## config.mk

```make
export PLATFORM = sky130hd
export DESIGN_NAME = carry_seq_ctrl
export DESIGN_NICKNAME = d
export VERILOG_FILES = /design/src/rtl/carry_seq_ctrl.sv
export SDC_FILE = /design/constraint.sdc
export NUM_CORES = 1
export LEC_CHECK = 0
export CAP_MARGIN = 15
export CORE_ASPECT_RATIO = 1.2
export CORE_MARGIN = 8
export CORE_UTILIZATION = 57
export DETAILED_ROUTE_END_ITERATION = 12
export GPL_TIMING_DRIVEN = 0
export PLACE_DENSITY = 0.85
export SLEW_MARGIN = 20
export SYNTH_ARGS = -nofsm -noshare
export SYNTH_HDL_FRONTEND = slang
export SYNTH_SLANG_ARGS = --single-unit
```

## constraint.sdc

```tcl
create_clock -name clk -period 12.06 [get_ports clk]
set_input_delay 1.809 -clock clk [delete_from_list [all_inputs] [get_ports clk]]
set_output_delay 1.809 -clock clk [all_outputs]
set_load 0.005 [all_outputs]
```

## src/rtl/carry_seq_ctrl.sv

```systemverilog
// Wide add/subtract sequencer that drives one shared SLICE_W-bit carry-chain
// slice per clock, LSB slice first, and returns the full-width result with
// carry-out and signed overflow.
module carry_seq_ctrl #(
  parameter int unsigned SLICE_W    = 8,
  parameter int unsigned NUM_SLICES = 4,
  localparam int unsigned W         = SLICE_W * NUM_SLICES,
  localparam int unsigned IdxW      = (NUM_SLICES > 1) ? $clog2(NUM_SLICES) : 1
) (
  input  logic            clk,
  input  logic            rst,
  input  logic            start,
  input  logic            abort,
  input  logic            op_sub,
  input  logic [W-1:0]    a,
  input  logic [W-1:0]    b,
  output logic            busy,
  output logic            done,
  output logic [1:0]      carry_sel,
  output logic [IdxW-1:0] slice_idx,
  output logic [W-1:0]    result,
  output logic            carry_out,
  output logic            overflow
);

  // Carry-in select encoding, shared with the carry-init mux.
  localparam logic [1:0] CinZero  = 2'b00;
  localparam logic [1:0] CinOne   = 2'b01;
  localparam logic [1:0] CinChain = 2'b10;

  localparam logic [IdxW-1:0] LastIdx = IdxW'(NUM_SLICES - 1);

  typedef enum logic [0:0] {StIdle, StRun} state_e;

  state_e            state_q, state_d;
  logic [W-1:0]      a_q, a_d;
  logic [W-1:0]      b_q, b_d;
  logic              sub_q, sub_d;
  // Partial result of the op in flight; result only sees it on completion,
  // so an aborted op leaves the last completed result untouched.
  logic [W-1:0]      shadow_q, shadow_d;
  logic              chain_q, chain_d;
  logic              busy_q, busy_d;
  logic              done_q, done_d;
  logic [1:0]        carry_sel_q, carry_sel_d;
  logic [IdxW-1:0]   slice_idx_q, slice_idx_d;
  logic [W-1:0]      result_q, result_d;
  logic              carry_out_q, carry_out_d;
  logic              overflow_q, overflow_d;

  logic [SLICE_W-1:0] a_sl;
  logic [SLICE_W-1:0] b_sl;
  logic [SLICE_W-1:0] b_x;
  logic               cin;
  logic [SLICE_W:0]   sum;
  logic               msb_cin;
  logic [W-1:0]       shadow_upd;

  // Slice datapath: operand select, invert for subtract, carry-in select, add.
  always_comb begin
    a_sl = '0;
    b_sl = '0;
    for (int i = 0; i < int'(NUM_SLICES); i++) begin
      if (slice_idx_q == IdxW'(i)) begin
        a_sl = a_q[i*SLICE_W +: SLICE_W];
        b_sl = b_q[i*SLICE_W +: SLICE_W];
      end
    end
    b_x = b_sl ^ {SLICE_W{sub_q}};
    case (carry_sel_q)
      CinZero:  cin = 1'b0;
      CinOne:   cin = 1'b1;
      CinChain: cin = chain_q;
      default:  cin = 1'b0;
    endcase
    sum = {1'b0, a_sl} + {1'b0, b_x} + {{SLICE_W{1'b0}}, cin};
    // Carry into the slice MSB, recovered from the MSB sum bit and its inputs.
    msb_cin = sum[SLICE_W-1] ^ a_sl[SLICE_W-1] ^ b_x[SLICE_W-1];
    shadow_upd = shadow_q;
    for (int i = 0; i < int'(NUM_SLICES); i++) begin
      if (slice_idx_q == IdxW'(i)) begin
        shadow_upd[i*SLICE_W +: SLICE_W] = sum[SLICE_W-1:0];
      end
    end
  end

  // Next-state and registered-output logic.
  always_comb begin
    state_d     = state_q;
    a_d         = a_q;
    b_d         = b_q;
    sub_d       = sub_q;
    shadow_d    = shadow_q;
    chain_d     = chain_q;
    busy_d      = busy_q;
    done_d      = 1'b0;
    carry_sel_d = carry_sel_q;
    slice_idx_d = slice_idx_q;
    result_d    = result_q;
    carry_out_d = carry_out_q;
    overflow_d  = overflow_q;

    unique case (state_q)
      StIdle: begin
        if (start && !abort) begin
          state_d     = StRun;
          a_d         = a;
          b_d         = b;
          sub_d       = op_sub;
          busy_d      = 1'b1;
          slice_idx_d = '0;
          carry_sel_d = op_sub ? CinOne : CinZero;
        end
      end
      StRun: begin
        if (abort) begin
          state_d     = StIdle;
          busy_d      = 1'b0;
          carry_sel_d = CinZero;
          slice_idx_d = '0;
        end else begin
          shadow_d = shadow_upd;
          chain_d  = sum[SLICE_W];
          if (slice_idx_q == LastIdx) begin
            state_d     = StIdle;
            busy_d      = 1'b0;
            done_d      = 1'b1;
            carry_sel_d = CinZero;
            slice_idx_d = '0;
            result_d    = shadow_upd;
            carry_out_d = sum[SLICE_W];
            overflow_d  = msb_cin ^ sum[SLICE_W];
          end else begin
            slice_idx_d = slice_idx_q + 1'b1;
            carry_sel_d = CinChain;
          end
        end
      end
      default: state_d = StIdle;
    endcase
  end

  // State register with asynchronous clear.
  always_ff @(posedge clk or posedge rst) begin
    if (rst) begin
      state_q     <= StIdle;
      a_q         <= '0;
      b_q         <= '0;
      sub_q       <= 1'b0;
      shadow_q    <= '0;
      chain_q     <= 1'b0;
      busy_q      <= 1'b0;
      done_q      <= 1'b0;
      carry_sel_q <= CinZero;
      slice_idx_q <= '0;
      result_q    <= '0;
      carry_out_q <= 1'b0;
      overflow_q  <= 1'b0;
    end else begin
      state_q     <= state_d;
      a_q         <= a_d;
      b_q         <= b_d;
      sub_q       <= sub_d;
      shadow_q    <= shadow_d;
      chain_q     <= chain_d;
      busy_q      <= busy_d;
      done_q      <= done_d;
      carry_sel_q <= carry_sel_d;
      slice_idx_q <= slice_idx_d;
      result_q    <= result_d;
      carry_out_q <= carry_out_d;
      overflow_q  <= overflow_d;
    end
  end

  assign busy      = busy_q;
  assign done      = done_q;
  assign carry_sel = carry_sel_q;
  assign slice_idx = slice_idx_q;
  assign result    = result_q;
  assign carry_out = carry_out_q;
  assign overflow  = overflow_q;

endmodule

```

==> flow_metrics.py, run 1 <==
metrics = {
    "grt": {
        "antenna_found_initial": 0,
        "grt_pass1_vias": 5345,
        "grt_max_degree": 72,
        "grt_usage_pct": 23.0,
        "gr-total-overflow": 0,
        "grt_pass1_wl_mm": 26.3,
    },
    "cts": {
        "cts_setup_buffers": 0,
        "cts_buffer_depth": 2,
        "numCtsBuffers": 17,
        "clockRootBuffer": "clkbuf_16",
        "clk_latency_ps": 420,
        "postCtsHoldBufs": 0,
        "cts-resized-gates": 0,
        "cts.sinks": 131,
        "cts_tree": "yes",
        "clk_pin_slew_ps": 50,
        "htree_levels": 4,
    },
    "floorplan": {
        "core_area_um2": 10500,
        "pin_count": 109,
        "dieArea_um2": 14400,
        "core.rowCount": 41,
        "die_y_um": 130,
        "die_x_um": 111,
        "start_util_pct": 58.7,
    },
    "routing": {
        "drc": 0,
        "vias": 4941,
        "wl_mm": 16.2,
        "via_per_inst": 5.81,
        "wl_per_cell_um": 19.1,
        "drt_iter0_drc": 256,
        "firstDrtPassIters": 5,
        "final_antenna_net_count": 0,
    },
    "synth": {
        "synth_nets": 664,
        "syn-cell-area_um2": 6170,
        "synthFlopType": "dfrtp_1",
        "seq_area_frac_synth_pct": 53.1,
        "ys_warn_count": 0,
        "synthArstFlopShare_pct": 100,
        "syn_area_per_cell_um2": 10.6,
        "syn_inst": 580,
        "synth-edff-count": 0,
        "synth_seq_cells": 131,
        "synthDistinctLibCells": 43,
    },
    "timing": {
        "rsz0062_at_grt": "no",
        "maxSlewHeadroom_pct": 49.3,
        "fin_hold_ws_ps": 477,
        "hold_viol_final": 0,
        "layout_min_cycle_time_ps": 4670,
        "setup_viol": 0,
        "clock_skew_ps": 7.10,
        "slew_viol_final": 0,
        "fin_setup_tns_ps": 0,
        "finalCritPeriodShare_pct": 38.7,
        "setup_ws_ps": 7390,
        "fmax_mhz": 214,
        "tightest_slew_ps": 755,
    },
    "power": {
        "p_total_uw": 1810,
        "irDropWorstVdd_mv": 0.135,
        "power_density_nw_per_um2": 224,
        "leakagePower_uw": 0.00354,
    },
    "worst_setup_path": {
        "startpoint_type": "register",
        "worst-setup-path-type": "register to register",
        "cp-end-kind": "register",
        "crit_arrival_ps": 4950,
        "crit_fanout": 10,
        "worstPathRequired_ps": 12330,
    },
    "cells_and_area": {
        "syn_to_final_growth_pct": 30.9,
        "multi_input_area_um2": 2710,
        "drive_above_1_share_pct": 12.9,
        "nNetsFinal": 792,
        "final_core_util_pct": 76.9,
        "n_antenna_cell": 0,
        "register_area_um2": 3280,
        "nFillCells": 666,
    },
    "placement": {
        "portBuffers": 108,
        "place_ws_ps": 7550,
        "place_congestion": 0.866,
        "hpwl_mm": 11.7,
    },
    "run": {
        "drv_cap": 0,
    },
    "worst_hold_path": {
        "hp-class": "register to register",
    },
    "outcome": {
        "status": "finished clean",
    },
}
registers in the layout, indices dropped and copies added (netlist names), 2 cells and up:
signal	count
slice_idx	2
b_q	32
a_q	32
shadow_q	24
carry_sel	2
result	32
per-layer routing:
metal	part of all wire [%]	GRT usage, %
met1	38	23.7
met5	0	0
met2	52	41.7
met3	5.7	5.74
met4	3.9	13.5
worst max-delay path, stage by stage, from the launching register on:
cell	delay, ps
dfrtp_1	440
inv_1	130
ha_1	170
buf_2	250
buf_1	430
buf_1	460
o21ai_0	230
mux2i_1	260
fa_1	270
inv_1	70
fa_1	400
a21o_1	230
a221oi_2	360
o21a_1	270
o21ai_0	180
a211oi_2	290
o31ai_2	90
path summary, 6_finish.rpt:
kind                                                from                      end  slack (ps)  cells past startpoint
worst min-delay path              result[25]$_DFFE_PP0P_   result[25]$_DFFE_PP0P_         480                      2
worst min register to register    result[25]$_DFFE_PP0P_   result[25]$_DFFE_PP0P_         480                      2
min in group asynchronous                            rst  shadow_q[2]$_DFFE_PP0P_        1840                      2
worst max-delay path            slice_idx[0]$_DFFE_PP0P_     overflow$_DFFE_PP0P_        7390                     16
worst max register to register  slice_idx[0]$_DFFE_PP0P_     overflow$_DFFE_PP0P_        7390                     16
max in group asynchronous                            rst       a_q[8]$_DFFE_PP0P_        9480                      3
cell families (layout without fill, tap and decap cells):
family	after synthesis	count (layout)	share of synthesized area (%)
flops	131	131	53.1
fa+ha+maj	15	15	3.28
compound gates	136	136	12.9
mux	84	84	15.0
buf+inv	46	187	3.04
xor+xnor	16	16	2.27
simple gates	152	152	10.4
cells in the mapped netlist, types with 2 or more instances:
cell type | instances | share of area (%)
nand2b_1 | 4 | 0.41
o21ba_2 | 2 | 0.32
nor2_1 | 28 | 1.7
xnor2_1 | 6 | 0.85
mux2i_1 | 17 | 2.8
xor2_1 | 10 | 1.4
nand3b_1 | 7 | 0.85
inv_1 | 8 | 0.49
buf_1 | 5 | 0.30
mux2_2 | 46 | 8.4
clkbuf_1 | 24 | 1.5
buf_4 | 2 | 0.24
fa_1 | 2 | 0.65
a22o_1 | 2 | 0.28
ha_1 | 13 | 2.6
a21oi_1 | 38 | 3.1
mux2_1 | 21 | 3.8
dfrtp_1 | 131 | 53
nor2b_1 | 4 | 0.41
o21ai_1 | 9 | 0.73
a211oi_1 | 4 | 0.49
o21ai_0 | 63 | 5.1
nand2_1 | 102 | 6.2
a21o_1 | 7 | 0.85
nor3b_1 | 2 | 0.24
buf_2 | 6 | 0.49
area by class of cell:
cell class                 count  area share, %
sequential                   131           40.6
multi-input combinational    403           33.5
timing repair buffer         109           13.7
clock buffer                  22           5.62
clock inverter                10           2.23
tap                          129           2.00
buffer                        37           1.90
inverter                       9          0.480
stage by stage:
step,cells,area [um^2]
2_1_floorplan,580,6170
3_3_place_gp,817,7420
3_5_place_dp,818,7450
4_1_cts,850,8080
5_1_grt,850,8080
6_report,850,8080
placed cells by master, fill, tap and decap left out, types with 10 or more instances in the layout:
cell               n
a21oi_1           38
nor2_1            28
clkbuf_16         17
mux2i_1           17
dfrtp_1          131
xor2_1            10
mux2_2            46
clkbuf_1          28
nand2_1          102
ha_1              13
o21ai_0           63
clkdlybuf4s50_1  108
mux2_1            21
power by group:
group	internal, uW	switching, uW	total [uW]	leakage (uW)
Clock	371	183	554	0.000304
Combinational	281	364	645	0.00159
Sequential	548	62.2	610	0.00164
(Power assumes the default switching activity.)
==> inputs of run 2 (changes only) <==
--- a/config.mk
+++ b/config.mk
@@ -8,10 +8,10 @@
 export CAP_MARGIN = 15
 export CORE_ASPECT_RATIO = 1.2
 export CORE_MARGIN = 8
-export CORE_UTILIZATION = 57
+export CORE_UTILIZATION = 53
 export DETAILED_ROUTE_END_ITERATION = 12
 export GPL_TIMING_DRIVEN = 0
-export PLACE_DENSITY = 0.85
+export PLACE_DENSITY = 0.8
 export SLEW_MARGIN = 20
 export SYNTH_ARGS = -nofsm -noshare
 export SYNTH_HDL_FRONTEND = slang
==> constraint.sdc (replaced) <==
create_clock -name clk -period 4.7 [get_ports clk]
set_input_delay 0.705 -clock clk [delete_from_list [all_inputs] [get_ports clk]]
set_output_delay 0.705 -clock clk [all_outputs]
set_load 0.005 [all_outputs]
==> run 2 against run 1 <==
- clock power rose by 140%
- sequential power rose to 2.6 times the previous value
- maximum frequency rose by 5.5%
- non-clock buffer count fell by 1
- sequential share of layout area barely moved
- core utilization fell by 6.4 points
- global-route usage fell by 1.6 points
- register-to-register slack got worse by 7100 ps
- largest power group unchanged
==> flow_metrics.py, run 2 (synthesis results as in run 1) <==
metrics = {
    "timing": {
        "layout_min_cycle_time_ps": 4430,
        "tightest_slew_ps": 769,
        "fmax_mhz": 226,
        "setup_viol": 0,
        "slew_viol_final": 0,
        "hold_viol_final": 0,
        "clock_skew_ps": 8.01,
        "rsz0062_at_grt": "no",
        "setup_ws_ps": 269,
        "finalCritPeriodShare_pct": 94.3,
        "maxSlewHeadroom_pct": 48.3,
    },
    "cts": {
        "clockRootBuffer": "clkbuf_16",
        "cts_tree": "yes",
        "numCtsBuffers": 17,
        "cts_buffer_depth": 2,
        "clk_latency_ps": 420,
        "postCtsHoldBufs": 0,
        "htree_levels": 4,
        "cts_setup_buffers": 0,
        "clk_pin_slew_ps": 50,
        "cts.sinks": 131,
    },
    "cells_and_area": {
        "multi_input_area_um2": 2710,
        "final_common_cell": "dfrtp_1",
        "final_core_util_pct": 70.5,
        "drive_above_1_share_pct": 13.4,
        "instances_no_fill": 876,
        "syn_to_final_growth_pct": 30.8,
        "nNetsFinal": 791,
        "final_cell_mix": "131 x dfrtp_1, 108 x clkdlybuf4s50_1, 102 x nand2_1",
        "n_antenna_cell": 0,
        "nFillCells": 861,
        "register_area_um2": 3280,
    },
    "routing": {
        "wl_per_cell_um": 17.9,
        "drt_iter0_drc": 251,
        "wl_mm": 15.7,
        "firstDrtPassIters": 5,
        "drc": 0,
        "final_antenna_net_count": 0,
        "vias": 4783,
        "via_per_inst": 5.46,
    },
    "floorplan": {
        "core_area_um2": 11500,
        "core.rowCount": 43,
        "die_y_um": 134,
        "dieArea_um2": 15400,
        "pin_count": 109,
        "start_util_pct": 53.9,
        "die_x_um": 115,
    },
    "run": {
        "drv_cap": 0,
    },
    "worst_setup_path": {
        "crit_arrival_ps": 4710,
        "worst-setup-path-type": "register to register",
        "cp_cell_sequence": "inv_1 -> ha_1 -> buf_2 -> buf_1 -> clkbuf_2 -> o21ai_0 -> mux2i_1 -> fa_1 -> inv_1 -> fa_1 -> a21o_1 -> a221oi_2 -> o21a_1 -> o21ai_0 -> a211oi_2 -> o31ai_2",
        "startpoint_type": "register",
        "critPathMaxStageDelay_ps": 450,
        "crit_fanout": 10,
        "worstPathRequired_ps": 4980,
        "cp-end-kind": "register",
        "slowest_stage": "dfrtp_1",
    },
    "power": {
        "power_density_nw_per_um2": 562,
        "leakagePower_uw": 0.00352,
        "irDropWorstVdd_mv": 0.282,
        "p_total_uw": 4540,
    },
    "placement": {
        "place_inst": 846,
        "place_congestion": 0.810,
        "place_ws_ps": 181,
        "hpwl_mm": 11.7,
        "portBuffers": 108,
    },
    "grt": {
        "grt_pass1_vias": 5216,
        "antenna_found_initial": 0,
        "grt_pass1_wl_mm": 25.5,
        "grt_usage_pct": 21.4,
        "grt_max_degree": 72,
        "gr-total-overflow": 0,
    },
    "outcome": {
        "status": "finished clean",
    },
    "worst_hold_path": {
        "hp-class": "register to register",
    },
}
## run 2: cell count changes in the layout (fill, tap and decap cells not counted), sizes merged
cell | previous run | this run
bufinv | 5 | 3
buf | 14 | 13
clkbuf | 46 | 45
clkinv | 3 | 4
clkinvlp | 2 | 3
## run 2: per-layer routing
layer / up-vias / global-route usage, % / wire length (um)
met5: - / 0 / 0
met1: 2355 / 23.3 / 6250
met4: 0 / 9.27 / 401
met2: 152 / 38.3 / 8200
li1: 2245 / - / -
met3: 31 / 5.22 / 802
## run 2: worst paths after layout
check | start | end | slack [ps] | depth (start not counted)
max reg2reg | slice_idx[0]$_DFFE_PP0P_ | overflow$_DFFE_PP0P_ | 270 | 16
min | result[15]$_DFFE_PP0P_ | result[15]$_DFFE_PP0P_ | 480 | 1
max | slice_idx[0]$_DFFE_PP0P_ | overflow$_DFFE_PP0P_ | 270 | 16
min in group asynchronous | rst | result[25]$_DFFE_PP0P_ | 740 | 2
min reg2reg | result[15]$_DFFE_PP0P_ | result[15]$_DFFE_PP0P_ | 480 | 1
max in group asynchronous | rst | b_q[9]$_DFFE_PP0P_ | 3230 | 3
## run 2: what timing repair did
item,in CTS,in global routing
resized for setup,0,3
setup endpoints to repair,0,2
endpoints found under the hold margin,0,0
## run 2: worst max-delay path: cells and delay by family (launching register included)
kind                       cells  cell delay, ps
AOI/OAI and AO/OA              7            1590
adders and majority gates      3             830
buffers and inverters          5            1190
DFF                            1             450
muxes                          1             230
## run 2: final cells by class
cell class | instances | area share [%]
clock buffer | 21 | 5.70
inverter | 9 | 0.480
multi-input combinational | 403 | 33.5
clock inverter | 10 | 1.64
buffer | 36 | 1.89
sequential | 131 | 40.6
timing repair buffer | 109 | 13.7
tap | 157 | 2.43
## run 2: through the flow
stage                     hold WS, ps  instance area (um^2)  setup TNS (ps)
after floorplan                   445                  6170               0
final                             479                  8080               0
after global routing              494                  8080               0
after CTS                         478                  8080               0
after global placement            458                  7450         -136990
after detailed placement          466                  7480               0
## run 2: report_power, final
| part | total (uW) | internal [uW] | switching [uW] |
|---|---|---|---|
| clock | 1320 | 854 | 464 |
| sequential | 1560 | 1410 | 154 |
| combinational | 1660 | 722 | 938 |
| total | 4540 | 2980 | 1560 |
